--- config.mk ---
export PLATFORM = sky130hd
export DESIGN_NAME = sprite_addr_gen
export DESIGN_NICKNAME = d
export VERILOG_FILES = /design/src/rtl/sprite_addr_gen.sv
export SDC_FILE = /design/constraint.sdc
export NUM_CORES = 1
export LEC_CHECK = 0
export ABC_AREA = 1
export BUFFER_PORTS_ARGS = -buffer_cell sky130_fd_sc_hd__buf_2
export CORE_UTILIZATION = 63
export CTS_CLUSTER_DIAMETER = 60
export DETAILED_ROUTE_END_ITERATION = 12
export GPL_TIMING_DRIVEN = 0
export PLACE_DENSITY = 0.81
export SYNTH_ARGS = -nofsm -noshare
export SYNTH_HDL_FRONTEND = slang
export SYNTH_SLANG_ARGS = --single-unit
--- constraint.sdc ---
create_clock -name CLK -period 4.8 [get_ports CLK]
set_input_delay 0.96 -clock CLK [delete_from_list [all_inputs] [get_ports CLK]]
set_output_delay 0.96 -clock CLK [all_outputs]
set_load 0.02 [all_outputs]
--- src/rtl/sprite_addr_gen.sv ---
// sprite_addr_gen
// Converts the current scan position into a frame-RAM read address.
// Each pixel resolves to the highest-priority visible sprite, or else the
// background tile map, or else border/none.
// Sprite positions are written into shadow registers at any time. They are
// copied into the active set only on FRAME_START, so a frame is never drawn
// with a half-updated sprite set.
// Fixed two-cycle pipeline:
//   stage 1 - per-sprite hit test and sprite-relative offsets
//   stage 2 - priority pick and address formation
module sprite_addr_gen #(
    parameter int NUM_SPRITES = 4,
    parameter int SPRITE_W    = 10,
    parameter int SPRITE_H    = 10,
    parameter int MAP_W       = 256,
    parameter int MAP_H       = 256,
    parameter int ADDR_W      = 17,
    parameter int SPRITE_BASE = 65536,
    parameter int SEL_W       = (NUM_SPRITES > 1) ? $clog2(NUM_SPRITES) : 1
) (
    input  logic              CLK,
    input  logic              RESET,
    input  logic [9:0]        DrawX,
    input  logic [9:0]        DrawY,
    input  logic              PIX_VALID,
    input  logic              FRAME_START,
    input  logic              SPR_WE,
    input  logic [SEL_W-1:0]  SPR_SEL,
    input  logic [9:0]        SPR_X,
    input  logic [9:0]        SPR_Y,
    input  logic              SPR_EN,
    input  logic              SPR_FLIP,
    output logic [ADDR_W-1:0] mem_address_out,
    output logic              addr_valid,
    output logic [1:0]        layer_out,
    output logic [SEL_W-1:0]  sprite_id_out
);

    localparam logic [ADDR_W-1:0] BASE_A  = ADDR_W'(SPRITE_BASE);
    localparam logic [ADDR_W-1:0] SIZE_A  = ADDR_W'(SPRITE_W * SPRITE_H);
    localparam logic [ADDR_W-1:0] SW_A    = ADDR_W'(SPRITE_W);
    localparam logic [ADDR_W-1:0] MAPW_A  = ADDR_W'(MAP_W);
    localparam logic [10:0]       SW11    = 11'(SPRITE_W);
    localparam logic [10:0]       SH11    = 11'(SPRITE_H);
    localparam logic [1:0]        LAYER_NONE = 2'b00;
    localparam logic [1:0]        LAYER_BG   = 2'b01;
    localparam logic [1:0]        LAYER_SPR  = 2'b10;

    // Sprite attribute registers: shadow (CPU side) and active (draw side).
    logic [9:0] sh_x_q    [NUM_SPRITES];
    logic [9:0] sh_y_q    [NUM_SPRITES];
    logic       sh_en_q   [NUM_SPRITES];
    logic       sh_flip_q [NUM_SPRITES];
    logic [9:0] act_x_q   [NUM_SPRITES];
    logic [9:0] act_y_q   [NUM_SPRITES];
    logic       act_en_q  [NUM_SPRITES];
    logic       act_flip_q[NUM_SPRITES];

    // Stage-1 registers and their next-state values.
    logic [NUM_SPRITES-1:0] hit_d, hit_q;
    logic [NUM_SPRITES-1:0] flip_d, flip_q;
    logic [10:0]            dx_d [NUM_SPRITES];
    logic [10:0]            dx_q [NUM_SPRITES];
    logic [10:0]            dy_d [NUM_SPRITES];
    logic [10:0]            dy_q [NUM_SPRITES];
    logic                   bg_d, bg_q;
    logic                   valid1_q;
    logic [9:0]             x1_q, y1_q;

    // Stage-2 registers (module outputs) and their next-state values.
    logic [ADDR_W-1:0] addr_d, addr_q;
    logic [1:0]        layer_d, layer_q;
    logic [SEL_W-1:0]  id_d, id_q;
    logic              valid2_q;

    // Stage-2 working signals.
    logic [SEL_W-1:0]  sel_s;
    logic              found_s;
    logic              flip_sel_s;
    logic [10:0]       dx_sel_s;
    logic [10:0]       dy_sel_s;
    logic [10:0]       col_s;
    logic [ADDR_W-1:0] spr_addr_s;
    logic [ADDR_W-1:0] bg_addr_s;

    // Shadow writes and frame-start commit.
    // The commit copies the pre-write shadow contents, because the
    // non-blocking updates of a same-cycle write are not yet visible.
    always_ff @(posedge CLK) begin
        if (RESET) begin
            for (int i = 0; i < NUM_SPRITES; i++) begin
                sh_x_q[i]     <= 10'd0;
                sh_y_q[i]     <= 10'd0;
                sh_en_q[i]    <= 1'b0;
                sh_flip_q[i]  <= 1'b0;
                act_x_q[i]    <= 10'd0;
                act_y_q[i]    <= 10'd0;
                act_en_q[i]   <= 1'b0;
                act_flip_q[i] <= 1'b0;
            end
        end else begin
            if (FRAME_START) begin
                for (int i = 0; i < NUM_SPRITES; i++) begin
                    act_x_q[i]    <= sh_x_q[i];
                    act_y_q[i]    <= sh_y_q[i];
                    act_en_q[i]   <= sh_en_q[i];
                    act_flip_q[i] <= sh_flip_q[i];
                end
            end
            if (SPR_WE && (32'(SPR_SEL) < 32'(NUM_SPRITES))) begin
                sh_x_q[SPR_SEL]    <= SPR_X;
                sh_y_q[SPR_SEL]    <= SPR_Y;
                sh_en_q[SPR_SEL]   <= SPR_EN;
                sh_flip_q[SPR_SEL] <= SPR_FLIP;
            end
        end
    end

    // Stage-1 combinational logic: per-sprite hit test and offsets.
    // The test uses 11-bit arithmetic, so a sprite near the right or bottom
    // edge is clipped rather than wrapping back to column or row 0.
    always_comb begin
        for (int i = 0; i < NUM_SPRITES; i++) begin
            dx_d[i]   = {1'b0, DrawX} - {1'b0, act_x_q[i]};
            dy_d[i]   = {1'b0, DrawY} - {1'b0, act_y_q[i]};
            flip_d[i] = act_flip_q[i];
            hit_d[i]  = act_en_q[i]
                      & ({1'b0, DrawX} >= {1'b0, act_x_q[i]})
                      & ({1'b0, DrawX} <  ({1'b0, act_x_q[i]} + SW11))
                      & ({1'b0, DrawY} >= {1'b0, act_y_q[i]})
                      & ({1'b0, DrawY} <  ({1'b0, act_y_q[i]} + SH11));
        end
        bg_d = ({22'd0, DrawX} < 32'(MAP_W)) & ({22'd0, DrawY} < 32'(MAP_H));
    end

    // Stage-1 pipeline register.
    always_ff @(posedge CLK) begin
        if (RESET) begin
            hit_q    <= '0;
            flip_q   <= '0;
            bg_q     <= 1'b0;
            valid1_q <= 1'b0;
            x1_q     <= 10'd0;
            y1_q     <= 10'd0;
            for (int i = 0; i < NUM_SPRITES; i++) begin
                dx_q[i] <= 11'd0;
                dy_q[i] <= 11'd0;
            end
        end else begin
            hit_q    <= hit_d;
            flip_q   <= flip_d;
            bg_q     <= bg_d;
            valid1_q <= PIX_VALID;
            x1_q     <= DrawX;
            y1_q     <= DrawY;
            for (int i = 0; i < NUM_SPRITES; i++) begin
                dx_q[i] <= dx_d[i];
                dy_q[i] <= dy_d[i];
            end
        end
    end

    // Stage-2 combinational logic: priority pick and address formation.
    // Scanning from the highest index down leaves the lowest-index hit
    // selected, which gives sprite 0 the highest priority.
    always_comb begin
        sel_s      = '0;
        found_s    = 1'b0;
        flip_sel_s = 1'b0;
        dx_sel_s   = 11'd0;
        dy_sel_s   = 11'd0;
        for (int i = NUM_SPRITES - 1; i >= 0; i--) begin
            sel_s      = hit_q[i] ? SEL_W'(i) : sel_s;
            found_s    = hit_q[i] ? 1'b1      : found_s;
            flip_sel_s = hit_q[i] ? flip_q[i] : flip_sel_s;
            dx_sel_s   = hit_q[i] ? dx_q[i]   : dx_sel_s;
            dy_sel_s   = hit_q[i] ? dy_q[i]   : dy_sel_s;
        end
        col_s      = flip_sel_s ? (SW11 - 11'd1 - dx_sel_s) : dx_sel_s;
        spr_addr_s = BASE_A + ADDR_W'(sel_s) * SIZE_A
                   + ADDR_W'(dy_sel_s) * SW_A + ADDR_W'(col_s);
        bg_addr_s  = ADDR_W'(x1_q) + MAPW_A * ADDR_W'(y1_q);
        if (!valid1_q) begin
            addr_d  = '0;
            layer_d = LAYER_NONE;
            id_d    = '0;
        end else if (found_s) begin
            addr_d  = spr_addr_s;
            layer_d = LAYER_SPR;
            id_d    = sel_s;
        end else if (bg_q) begin
            addr_d  = bg_addr_s;
            layer_d = LAYER_BG;
            id_d    = '0;
        end else begin
            addr_d  = '0;
            layer_d = LAYER_NONE;
            id_d    = '0;
        end
    end

    // Stage-2 output register.
    always_ff @(posedge CLK) begin
        if (RESET) begin
            addr_q   <= '0;
            layer_q  <= LAYER_NONE;
            id_q     <= '0;
            valid2_q <= 1'b0;
        end else begin
            addr_q   <= addr_d;
            layer_q  <= layer_d;
            id_q     <= id_d;
            valid2_q <= valid1_q;
        end
    end

    assign mem_address_out = addr_q;
    assign addr_valid      = valid2_q;
    assign layer_out       = layer_q;
    assign sprite_id_out   = id_q;

endmodule
==> impl_summary.log <==
[metrics] VDD IR max: 329 µV
[metrics] Async SR Flop Fraction: 0%
[metrics] Gate Count Post-Synth: 2303
[metrics] Worst Tran Pin Value: 1070 ps
[metrics] cts bufs inserted: 36
[metrics] effective utilization at floorplan: 64.0%
[metrics] floorplan die height: 176 µm
[metrics] top library cells by usage in the layout, fill and taps aside: sky130_fd_sc_hd__inv_1, sky130_fd_sc_hd__nor2_1, sky130_fd_sc_hd__nand2_1
[metrics] wire per inst: 17.3 µm
[metrics] number of cells on the worst reg-to-reg path: 25
[metrics] number of remaining DRC errors: 0
[metrics] Hold Buf Count CTS: 0
[metrics] TritonCTS clock tree: built
[metrics] number of buffers added on ports: 70
[metrics] post-synthesis average cell area: 8.26 µm²
[metrics] commonest register cell after synthesis: sky130_fd_sc_hd__edfxtp_1
[metrics] antenna fix cells: 0
[metrics] portion of the clock cycle consumed by the worst path in the final layout: 95.1%
[metrics] GRT Overall Usage: 32.3%
[metrics] clock slew seen by the registers of the worst setup and hold paths: 60 ps
[metrics] total routed wirelength: 49.0 mm
[metrics] Std-Cell Core Area: 0.0297 mm²
[metrics] global-route wire length before repair: 77.3 mm
[metrics] final critical-path required period: 4570 ps
[metrics] number of nets produced by synthesis: 2566
[metrics] 1st-iter DRT viols: 1156
[metrics] hold depth: 2
[metrics] area fraction of the dominant cell type after synthesis: 27.8%
[metrics] weighted congestion at the end of routability-driven global placement: 0.961
[metrics] net load switching power: 1890 µW
[metrics] setup slack after layout: 235 ps
[metrics] Post-Place Setup Slack: -225 ps
[metrics] # H-tree levels: 2
[metrics] CTS Sinks: 315
[metrics] count of filler cells inserted in the layout: 2298
[metrics] synthesis-to-layout area growth: 11.1%
[metrics] final standard cell count with taps included and fillers excluded: 2827
[metrics] antenna violations before repair: 0
[metrics] DR vias: 15800
[metrics] portion of total power attributed to the clock network: 37.4%
[metrics] clock insertion delay at the later pin of the skew report: 510 ps
[metrics] power share of the combinational group: 16.2%
[metrics] pin count of the biggest net entering global routing: 47
[metrics] result of the run: finished clean
[metrics] Slew Limit Headroom: 28.4%
[metrics] ratio of cells with drive above 1 in the final layout: 7.80%
[metrics] IO Pins: 71
[metrics] kind of critical path: flip-flop to flip-flop
[metrics] startpoint kind of the worst setup timing path: flip-flop
[metrics] cell-internal power: 4960 µW
[metrics] Syn. warnings: 0
[metrics] EDFF count, synth: 176
[metrics] die width: 176 µm
[metrics] setup repair after global routing missed its margin: no
[metrics] half-perimeter wire length after detailed placement: 37.5 mm
[metrics] final total negative setup slack: 0 ps
[metrics] Post-Place Cells: 2766
[metrics] final slew viol count: 0
[metrics] number of endpoints failing setup at the final stage: 0
[metrics] clk buf depth: 3
[metrics] leading cell type in the layout, fill and taps excluded: sky130_fd_sc_hd__inv_1
[metrics] share of the yosys chip area belonging to registers: 42.4%
[metrics] kind of capture point of the worst setup path: flip-flop
[metrics] CP arrival: 4970 ps
[metrics] number of nets with antenna violations after routing: 0
[metrics] setup skew after layout: 20.2 ps
[metrics] CP Max Fanout: 10
[metrics] post-synth top area cell: sky130_fd_sc_hd__edfxtp_1
[metrics] number of synthesized register bits: 315
[metrics] number of different library cells in the post-synthesis netlist: 50
[metrics] clock root buffer: sky130_fd_sc_hd__clkbuf_16
[metrics] Total Power Consumption: 6850 µW
[metrics] required time at the endpoint of the critical path: 5210 ps
[metrics] Power Density: 324 mW/mm²
[metrics] largest cells by area after synthesis: sky130_fd_sc_hd__edfxtp_1, sky130_fd_sc_hd__dfxtp_1, sky130_fd_sc_hd__ha_1
[metrics] Hold Path Class: flip-flop to flip-flop
[metrics] total die area: 0.0309 mm²
[metrics] Switching Share: 27.5%
[metrics] Reg power frac: 46.4%
[metrics] leakage dissipation: 0.0102 µW
[metrics] WHS: 443 ps
[metrics] sum of overflow across all layers after global routing: 0
[metrics] area of the mapped netlist: 0.0190 mm²
[metrics] number of vias per cell: 5.60
[metrics] number of placement rows: 63
[metrics] Max Cap Violations: 0
[metrics] final count of hold timing violations: 0
[metrics] number of global-route vias before repair: 15200
[metrics] top achievable clock speed: 219 MHz
[metrics] Detailed Routing Iterations Pass 1: 6
[metrics] Total Nets Final: 2677
[power by group through the flow]
stage | clock (µW) | sequential (µW) | combinational [µW]
2_1_floorplan | 0 | 3190 | 773
3_3_place_gp | 0 | 3230 | 1030
3_5_place_dp | 0 | 3230 | 1080
4_1_cts | 2580 | 3180 | 1090
5_1_grt | 2680 | 3200 | 1260
6_report | 2560 | 3180 | 1110
[logic make-up (layout without fill, tap and decap cells)]
| logic type | count (synthesis) | count (layout) | synth area share, % |
|---|---|---|---|
| simple gates | 913 | 913 | 20.0 |
| buf+inv | 426 | 560 | 8.74 |
| compound gates | 362 | 362 | 10.8 |
| flops | 315 | 315 | 42.4 |
| fa+ha+maj | 214 | 214 | 14.7 |
| xor+xnor | 73 | 73 | 3.36 |
[final timing paths]
kind	start	end	slack, ps
worst max-delay path	hit_q[2]	mem_address_out[13]	230
worst min-delay path	x1_q[3]	mem_address_out[3]	440
worst max register to register	hit_q[2]	mem_address_out[13]	230
worst min register to register	x1_q[3]	mem_address_out[3]	440
[critical path, stage by stage (launching register included)]
cell and delay [ps]:
sky130_fd_sc_hd__dfxtp_1 310, sky130_fd_sc_hd__buf_6 140, sky130_fd_sc_hd__buf_6 140, sky130_fd_sc_hd__buf_2 200
sky130_fd_sc_hd__a221o_1 360, sky130_fd_sc_hd__a22oi_2 200, sky130_fd_sc_hd__inv_1 70, sky130_fd_sc_hd__ha_1 270
sky130_fd_sc_hd__ha_1 150, sky130_fd_sc_hd__inv_1 60, sky130_fd_sc_hd__fa_2 370, sky130_fd_sc_hd__o21ai_2 190
sky130_fd_sc_hd__nand2_1 100, sky130_fd_sc_hd__xor2_1 180, sky130_fd_sc_hd__fa_1 500, sky130_fd_sc_hd__inv_1 70
sky130_fd_sc_hd__ha_4 300, sky130_fd_sc_hd__nand2_1 60, sky130_fd_sc_hd__nor2_2 150, sky130_fd_sc_hd__nand3_2 140
sky130_fd_sc_hd__nand3_2 120, sky130_fd_sc_hd__nand4_1 110, sky130_fd_sc_hd__nand2_1 90, sky130_fd_sc_hd__nand2_1 50
sky130_fd_sc_hd__nand3_1 70, sky130_fd_sc_hd__nand2_1 50
[synth_stat cells, types with 2 or more instances]
library cell	n
sky130_fd_sc_hd__a22o_1	2
sky130_fd_sc_hd__nand2_2	6
sky130_fd_sc_hd__o21bai_1	13
sky130_fd_sc_hd__o21ai_0	104
sky130_fd_sc_hd__o31ai_1	15
sky130_fd_sc_hd__fa_1	17
sky130_fd_sc_hd__a21boi_1	3
sky130_fd_sc_hd__ha_1	197
sky130_fd_sc_hd__buf_6	5
sky130_fd_sc_hd__nor2_2	2
sky130_fd_sc_hd__nor2_4	3
sky130_fd_sc_hd__a31oi_1	5
sky130_fd_sc_hd__inv_2	5
sky130_fd_sc_hd__a211oi_1	6
sky130_fd_sc_hd__or2_2	7
sky130_fd_sc_hd__a22oi_1	3
sky130_fd_sc_hd__edfxtp_1	176
sky130_fd_sc_hd__buf_1	7
sky130_fd_sc_hd__a21oi_1	166
sky130_fd_sc_hd__nand3b_1	5
sky130_fd_sc_hd__nand2_1	353
sky130_fd_sc_hd__dfxtp_1	139
sky130_fd_sc_hd__nor2_1	360
sky130_fd_sc_hd__o21a_1	11
sky130_fd_sc_hd__clkbuf_1	27
sky130_fd_sc_hd__buf_2	7
sky130_fd_sc_hd__a21o_1	12
sky130_fd_sc_hd__xnor2_1	3
sky130_fd_sc_hd__nand3_1	90
sky130_fd_sc_hd__and3_1	2
sky130_fd_sc_hd__a221oi_1	9
sky130_fd_sc_hd__o21ai_1	6
sky130_fd_sc_hd__inv_1	372
sky130_fd_sc_hd__xor2_1	70
sky130_fd_sc_hd__nand2_4	3
sky130_fd_sc_hd__nor3_1	52
sky130_fd_sc_hd__nand4_1	27
[what timing repair did]
action | in CTS | in global routing
cloned | 0 | 0
pin swaps | 1 | 1
endpoints found under the setup margin | 5 | 6
resized for setup | 5 | 15
setup buffers | 1 | 1
[through the flow]
stage	area, µm²	utilization (%)
CTS	21100	70.9
detailed placement	19900	67.1
global placement	19900	66.9
finish	21100	71.2
global route	21100	71.2
floorplan	19000	-
[area by class of cell]
| type | count | area, µm² | area share, % |
|---|---|---|---|
| Timing Repair Buffer | 75 | 415 | 1.96 |
| Inverter | 378 | 1420 | 6.72 |
| Clock inverter | 17 | 131 | 0.621 |
| Sequential cell | 315 | 8070 | 38.1 |
| Buffer | 46 | 235 | 1.11 |
| Tap cell | 390 | 488 | 2.31 |
| Clock buffer | 44 | 982 | 4.64 |
| Multi-Input combinational cell | 1562 | 9410 | 44.5 |
[layer usage]
| metal | track usage (%) | wire (µm) | vias up |
|---|---|---|---|
| met3 | 3.70 | 3350 | 120 |
| met5 | 0 | 0 | - |
| li1 | - | - | 7788 |
| met1 | 43.8 | 21500 | 7310 |
| met4 | 13.2 | 1850 | 0 |
| met2 | 52.8 | 22300 | 605 |
[registers in the layout, indices dropped and copies added (netlist names), 2 cells and up]
signal / count
act_y_q: 40
dx_q: 44
flip_q: 4
act_x_q: 40
sh_en_q: 4
sh_y_q: 40
sh_x_q: 40
act_flip_q: 4
mem_address_out: 17
sprite_id_out: 2
hit_q: 4
dy_q: 44
y1_q: 9
sh_flip_q: 4
layer_out: 2
x1_q: 10
act_en_q: 4
Power figures use the tool's default switching activity.
